**src/rtl/eth_tx_arbiter.sv**
```systemverilog
// eth_tx_arbiter: packet-locked ARP/ping/UDP arbiter feeding the TX FIFO.
// Define TX_ARB_IPG_EN to insert IPG_WORDS idle cycles after every EOP.
module eth_tx_arbiter #(
  parameter int STARVE_LIMIT = 4,
  parameter int TIMEOUT      = 1024,
  parameter int IPG_WORDS    = 3,
  parameter int CW           = 16
) (
  input  logic          clk,
  input  logic          rst_n,
  input  logic [31:0]   i_arp_data,
  input  logic          i_arp_vld,
  input  logic          i_arp_sop,
  input  logic          i_arp_eop,
  output logic          o_arp_rdy,
  input  logic [31:0]   i_ping_data,
  input  logic          i_ping_vld,
  input  logic          i_ping_sop,
  input  logic          i_ping_eop,
  output logic          o_ping_rdy,
  input  logic [31:0]   i_udp_data,
  input  logic          i_udp_vld,
  input  logic          i_udp_sop,
  input  logic          i_udp_eop,
  output logic          o_udp_rdy,
  output logic [31:0]   o_tx_data,
  output logic          o_tx_vld,
  output logic          o_tx_sop,
  output logic          o_tx_eop,
  input  logic          i_tx_rdy,
  output logic [1:0]    o_grant,
  output logic          o_busy,
  output logic [CW-1:0] o_pkt_cnt,
  output logic [CW-1:0] o_err_cnt,
  input  logic          i_clr_cnt
);

  localparam int SW = $clog2(STARVE_LIMIT + 1);
  localparam int IW = $clog2(TIMEOUT + 1);

`ifdef TX_ARB_IPG_EN
  localparam int GW = $clog2(IPG_WORDS + 1);
  typedef enum logic [1:0] {IDLE, LOCK, GAP} state_t;
`else
  typedef enum logic [1:0] {IDLE, LOCK} state_t;
`endif

  state_t        state;
  logic [1:0]    grant;
  logic          busy;
  logic [SW-1:0] starve;
  logic [IW-1:0] idle;
  logic [CW-1:0] pkt_cnt;
  logic [CW-1:0] err_cnt;
`ifdef TX_ARB_IPG_EN
  logic [GW-1:0] gap_cnt;
`endif

  logic        arp_req;
  logic        ping_req;
  logic        udp_req;
  logic        arb_en;
  logic [1:0]  win;
  logic [31:0] sel_data;
  logic        sel_vld;
  logic        sel_sop;
  logic        sel_eop;
  logic        locked;
  logic        eop_xfer;
  logic        timeout_hit;
  logic        starved;

  assign arp_req  = i_arp_vld & i_arp_sop;
  assign ping_req = i_ping_vld & i_ping_sop;
  assign udp_req  = i_udp_vld & i_udp_sop;
  assign starved  = starve == SW'(STARVE_LIMIT);

`ifdef TX_ARB_IPG_EN
  // The last gap cycle doubles as the arbitration cycle.
  assign arb_en = (state == IDLE) |
                  ((state == GAP) &
                   (gap_cnt == GW'(IPG_WORDS - 1)));
`else
  assign arb_en = state == IDLE;
`endif

  always_comb begin
    win = 2'd0;
    if (udp_req & starved)
      win = 2'd3;
    else if (arp_req)
      win = 2'd1;
    else if (ping_req)
      win = 2'd2;
    else if (udp_req)
      win = 2'd3;
  end

  always_comb begin
    sel_data = 32'h0;
    sel_vld  = 1'b0;
    sel_sop  = 1'b0;
    sel_eop  = 1'b0;
    unique case (grant)
      2'd1: begin
        sel_data = i_arp_data;
        sel_vld  = i_arp_vld;
        sel_sop  = i_arp_sop;
        sel_eop  = i_arp_eop;
      end
      2'd2: begin
        sel_data = i_ping_data;
        sel_vld  = i_ping_vld;
        sel_sop  = i_ping_sop;
        sel_eop  = i_ping_eop;
      end
      2'd3: begin
        sel_data = i_udp_data;
        sel_vld  = i_udp_vld;
        sel_sop  = i_udp_sop;
        sel_eop  = i_udp_eop;
      end
      default: ;
    endcase
  end

  assign locked      = state == LOCK;
  assign eop_xfer    = locked & sel_vld &
                       i_tx_rdy & sel_eop;
  assign timeout_hit = locked & ~sel_vld &
                       (idle == IW'(TIMEOUT - 1));

  // grant is zero outside LOCK, so the data path
  // falls silent as soon as the lock is dropped.
  assign o_tx_data  = sel_data;
  assign o_tx_vld   = sel_vld;
  assign o_tx_sop   = sel_sop;
  assign o_tx_eop   = sel_eop;
  assign o_arp_rdy  = (grant == 2'd1) & i_tx_rdy;
  assign o_ping_rdy = (grant == 2'd2) & i_tx_rdy;
  assign o_udp_rdy  = (grant == 2'd3) & i_tx_rdy;
  assign o_grant    = grant;
  assign o_busy     = busy;
  assign o_pkt_cnt  = pkt_cnt;
  assign o_err_cnt  = err_cnt;

  always_ff @(posedge clk or negedge rst_n) begin
    if (!rst_n) begin
      state   <= IDLE;
      grant   <= 2'd0;
      busy    <= 1'b0;
      starve  <= '0;
      idle    <= '0;
      pkt_cnt <= '0;
      err_cnt <= '0;
`ifdef TX_ARB_IPG_EN
      gap_cnt <= '0;
`endif
    end else begin
      if (!udp_req)
        starve <= '0;
      else if (arb_en && win == 2'd3)
        starve <= '0;
      else if (arb_en && win != 2'd0 && !starved)
        starve <= starve + 1'b1;

      if (i_clr_cnt)
        pkt_cnt <= '0;
      else if (eop_xfer)
        pkt_cnt <= pkt_cnt + 1'b1;

      if (i_clr_cnt)
        err_cnt <= '0;
      else if (timeout_hit && err_cnt != '1)
        err_cnt <= err_cnt + 1'b1;

      unique case (state)
        IDLE: begin
          if (win != 2'd0) begin
            state <= LOCK;
            grant <= win;
            busy  <= 1'b1;
            idle  <= '0;
          end
        end
        LOCK: begin
          if (eop_xfer) begin
            grant <= 2'd0;
            busy  <= 1'b0;
            idle  <= '0;
`ifdef TX_ARB_IPG_EN
            state   <= GAP;
            gap_cnt <= '0;
`else
            state <= IDLE;
`endif
          end else if (timeout_hit) begin
            state <= IDLE;
            grant <= 2'd0;
            busy  <= 1'b0;
            idle  <= '0;
          end else if (!sel_vld) begin
            idle <= idle + 1'b1;
          end else begin
            idle <= '0;
          end
        end
`ifdef TX_ARB_IPG_EN
        GAP: begin
          if (arb_en) begin
            gap_cnt <= '0;
            if (win != 2'd0) begin
              state <= LOCK;
              grant <= win;
              busy  <= 1'b1;
              idle  <= '0;
            end else begin
              state <= IDLE;
            end
          end else begin
            gap_cnt <= gap_cnt + 1'b1;
          end
        end
`endif
        default: state <= IDLE;
      endcase
    end
  end

endmodule

```
**config.mk**
```make
export PLATFORM = sky130hd
export DESIGN_NAME = eth_tx_arbiter
export DESIGN_NICKNAME = d
export VERILOG_FILES = /design/src/rtl/eth_tx_arbiter.sv
export SDC_FILE = /design/constraint.sdc
export NUM_CORES = 1
export LEC_CHECK = 0
export CAP_MARGIN = 25
export CORE_MARGIN = 2
export CORE_UTILIZATION = 40
export CTS_CLUSTER_SIZE = 20
export DETAILED_ROUTE_END_ITERATION = 7
export MAX_ROUTING_LAYER = met4
export PLACE_DENSITY = 0.82
export RECOVER_POWER = 25
export SLEW_MARGIN = 20
export SYNTH_ARGS = -nofsm -noshare
export SYNTH_HDL_FRONTEND = slang
export SYNTH_SLANG_ARGS = --single-unit
```
**constraint.sdc**
```tcl
create_clock -name clk -period 6.75 [get_ports clk]
set_input_delay 0.675 -clock clk [delete_from_list [all_inputs] [get_ports clk]]
set_output_delay 0.675 -clock clk [all_outputs]
set_load 0.01 [all_outputs]
```
==> flow_summary.json <==
{
  "status": "complete, but fails checks",
  "violations": "max-capacitance violations, max-slew violations",
  "p_leak_nw": 2.08,
  "clk_pin_slew_ns": 0.09,
  "clkLatencyLatePin_ns": 0.30,
  "whs_ns": 0.519,
  "ant_nets": 0,
  "htreeDepth": 2,
  "gp_congestion": 0.928,
  "cts_inserted_buffers": 5,
  "gr-total-overflow": 0,
  "layout-drive-gt1-share_pct": 3.23,
  "drc": 0,
  "cp_max_fo": 23,
  "ys_async_sr_fraction_pct": 100,
  "finalSetupViolations": 0,
  "routed_wl_mm": 11.9,
  "worstPathArrival_ns": 2.89,
  "maxCapViolations": 1,
  "cts.path.max_buffers": 2,
  "cts_resized": 0,
  "die_area_um2": 9320,
  "ys_ff_latch": 49,
  "vias": 3823,
  "hold_viol_final": 0,
  "crit_required_ns": 6.07,
  "start_kind": "flop",
  "worst_slew_pin_slew_ns": 2.57,
  "cts_hold_buffers": 0,
  "tns_ns": 0,
  "initialDrtViolationCount": 223,
  "synth.avg_cell_area_um2": 8.16,
  "dpl-instance-area_um2": 5280,
  "fmax_mhz": 281,
  "rsz0062_at_grt": "false",
  "slew_headroom_pct": -71.1,
  "die_x_um": 96.5,
  "worstSetupEndpointType": "output pin",
  "fp.coreArea_um2": 8260,
  "synth_cells": 420,
  "grt_pass1_wl_mm": 17.7,
  "period_minus_slack_ns": 3.56,
  "syn_nets": 534,
  "n_antenna_cell": 0,
  "path_cells": "mux2_2 -> a22oi_1 -> inv_1 -> clkdlybuf4s50_1",
  "syn-cell-area_um2": 3430,
  "layout_common_cells": "clkdlybuf4s50_1, nand2_1, dfrtp_1, o21ai_0, mux2i_1",
  "hold_path.class": "flop to flop",
  "finalCritPeriodShare_pct": 52.8,
  "synthFlopType": "dfrtp_1",
  "final_nets": 702,
  "final_area_um2": 5380,
  "floorplan.initialDensity_pct": 41.5,
  "ys_types": 47,
  "io_pins": 182,
  "numClockSinks": 49,
  "peakVddDrop_uv": 138,
  "ys_warn_count": 0,
  "drtPass1Iterations": 4,
  "instances_no_fill": 694,
  "path_buf_inv": 2,
  "cp_slowest_cell": "dfrtp_2",
  "place_inst": 685,
  "area_delta_synth_final_pct": 57.2,
  "grt_pass1_vias": 3523,
  "cts_setup_buffers": 0,
  "powerDensity_nw_per_um2": 250,
  "drv_slew": 50,
  "ys_seq_area_share_pct": 35.8,
  "cts_root_buf": "clkbuf_8",
  "fp.dieH_um": 96.5,
  "rows": 33,
  "synth_edf_count": 0,
  "grt_max_degree": 50,
  "slowest_delay_ns": 0.76,
  "crit_family": "flip-flops",
  "port_buffers": 181,
  "final_common_cell": "clkdlybuf4s50_1",
  "antenna_found_initial": 0,
  "avgViaCountPerCell": 5.51,
  "cts_tree": "done",
  "track_usage_pct": 24.9,
  "routedWlPerCell_um": 17.1,
  "hpwl_mm": 9.22,
  "path_class": "flop to output pin",
  "final.setup_skew_ns": 0.00518
}
synthesized netlist by cell type, drive strengths merged (2+ instances only):
cell,number,share of area (%)
ha,5,1.8
a21o,3,0.66
xor2,4,1.0
a22o,2,0.51
a21oi,22,3.2
a221o,2,0.58
o21a,2,0.44
nand3,15,2.2
a221oi,2,0.69
and3,5,0.91
nor4,6,1.1
nor3,11,1.6
or4,5,1.2
nand4,13,2.4
o21ai,48,7.0
mux2i,36,11
nand2,62,6.8
inv,12,1.3
clkbuf,17,1.9
a31oi,5,0.91
a22oi,2,0.44
o31ai,5,1.1
mux2,3,1.1
or3,13,2.4
dfrtp,49,36
and2,6,1.1
nor2,31,3.4
nor4b,2,0.51
nor2b,2,0.37
and4,4,1.0
buf,7,1.3
xnor2,11,2.8
worst paths after layout:
check / from / endpoint / cells past startpoint / slack (ns)
max reg2reg: o_grant[1]$_DFFE_PN0P_ / o_err_cnt[6]$_DFFE_PN0P_ / 6 / 3.87
min in group asynchronous: rst_n / idle[3]$_DFFE_PN0P_ / 2 / 1.27
min: idle[10]$_DFFE_PN0P_ / idle[10]$_DFFE_PN0P_ / 1 / 0.52
min reg2reg: idle[10]$_DFFE_PN0P_ / idle[10]$_DFFE_PN0P_ / 1 / 0.52
max: o_grant[1]$_DFFE_PN0P_ / o_tx_eop / 4 / 3.19
max in group asynchronous: rst_n / o_grant[1]$_DFFE_PN0P_ / 2 / 3.85
stage by stage:
step	worst slack [ns]	util, %	power [mW]
after floorplan	4.24	-	0.783
after global placement	3.24	63.9	1.15
after detailed placement	3.18	63.9	1.17
after CTS	2.83	64.9	1.34
after global routing	2.99	65.2	1.44
final	3.19	65.2	1.35
routing by layer:
| metal | vias up | global-route usage [%] | part of all wire, % |
|---|---|---|---|
| met5 | - | - | 0 |
| met4 | 0 | 5.63 | 1.1 |
| met3 | 13 | 5.20 | 6.9 |
| met2 | 125 | 38.3 | 49 |
| met1 | 1832 | 34.1 | 43 |
| li1 | 1853 | - | - |
sequential cells by signal, indices dropped and copies added, names as in the netlist:
register   flops
o_err_cnt     16
starve         3
o_busy         1
o_grant        2
idle          11
o_pkt_cnt     16
power by group:
part | total, mW | internal [mW] | switching, mW
clock | 0.168 | 0.0721 | 0.0964
combinational | 0.806 | 0.420 | 0.386
sequential | 0.373 | 0.314 | 0.0598
total | 1.35 | 0.806 | 0.542
area by class of cell:
type	instances	area (um^2)
multi-input cells	335	2050
fillers	720	2870
clock inverters	2	10.0
clock buffers	6	72.6
repair buffers	185	1850
inverters	12	45.0
well taps	105	131
flip-flops and latches	49	1230
cell families after synthesis:
group	after synthesis	synth area share (%)
buffers and inverters	36	4.46
and+or+nand+nor	178	25.8
DFF	49	35.8
muxes	39	11.6
xor gates and xnor gates	15	3.83
adders and majority gates	5	1.83
AOI/OAI and AO/OA	98	16.7
worst register-to-register path, delay by kind of cell, from the launching register on:
family / cells / cell delay (ns)
simple gates: 1 / 0.40
buf+inv: 1 / 0.29
mux: 1 / 0.39
compound gates: 3 / 0.97
flops: 1 / 0.76
No activity file was read; power rests on OpenSTA's default activity.
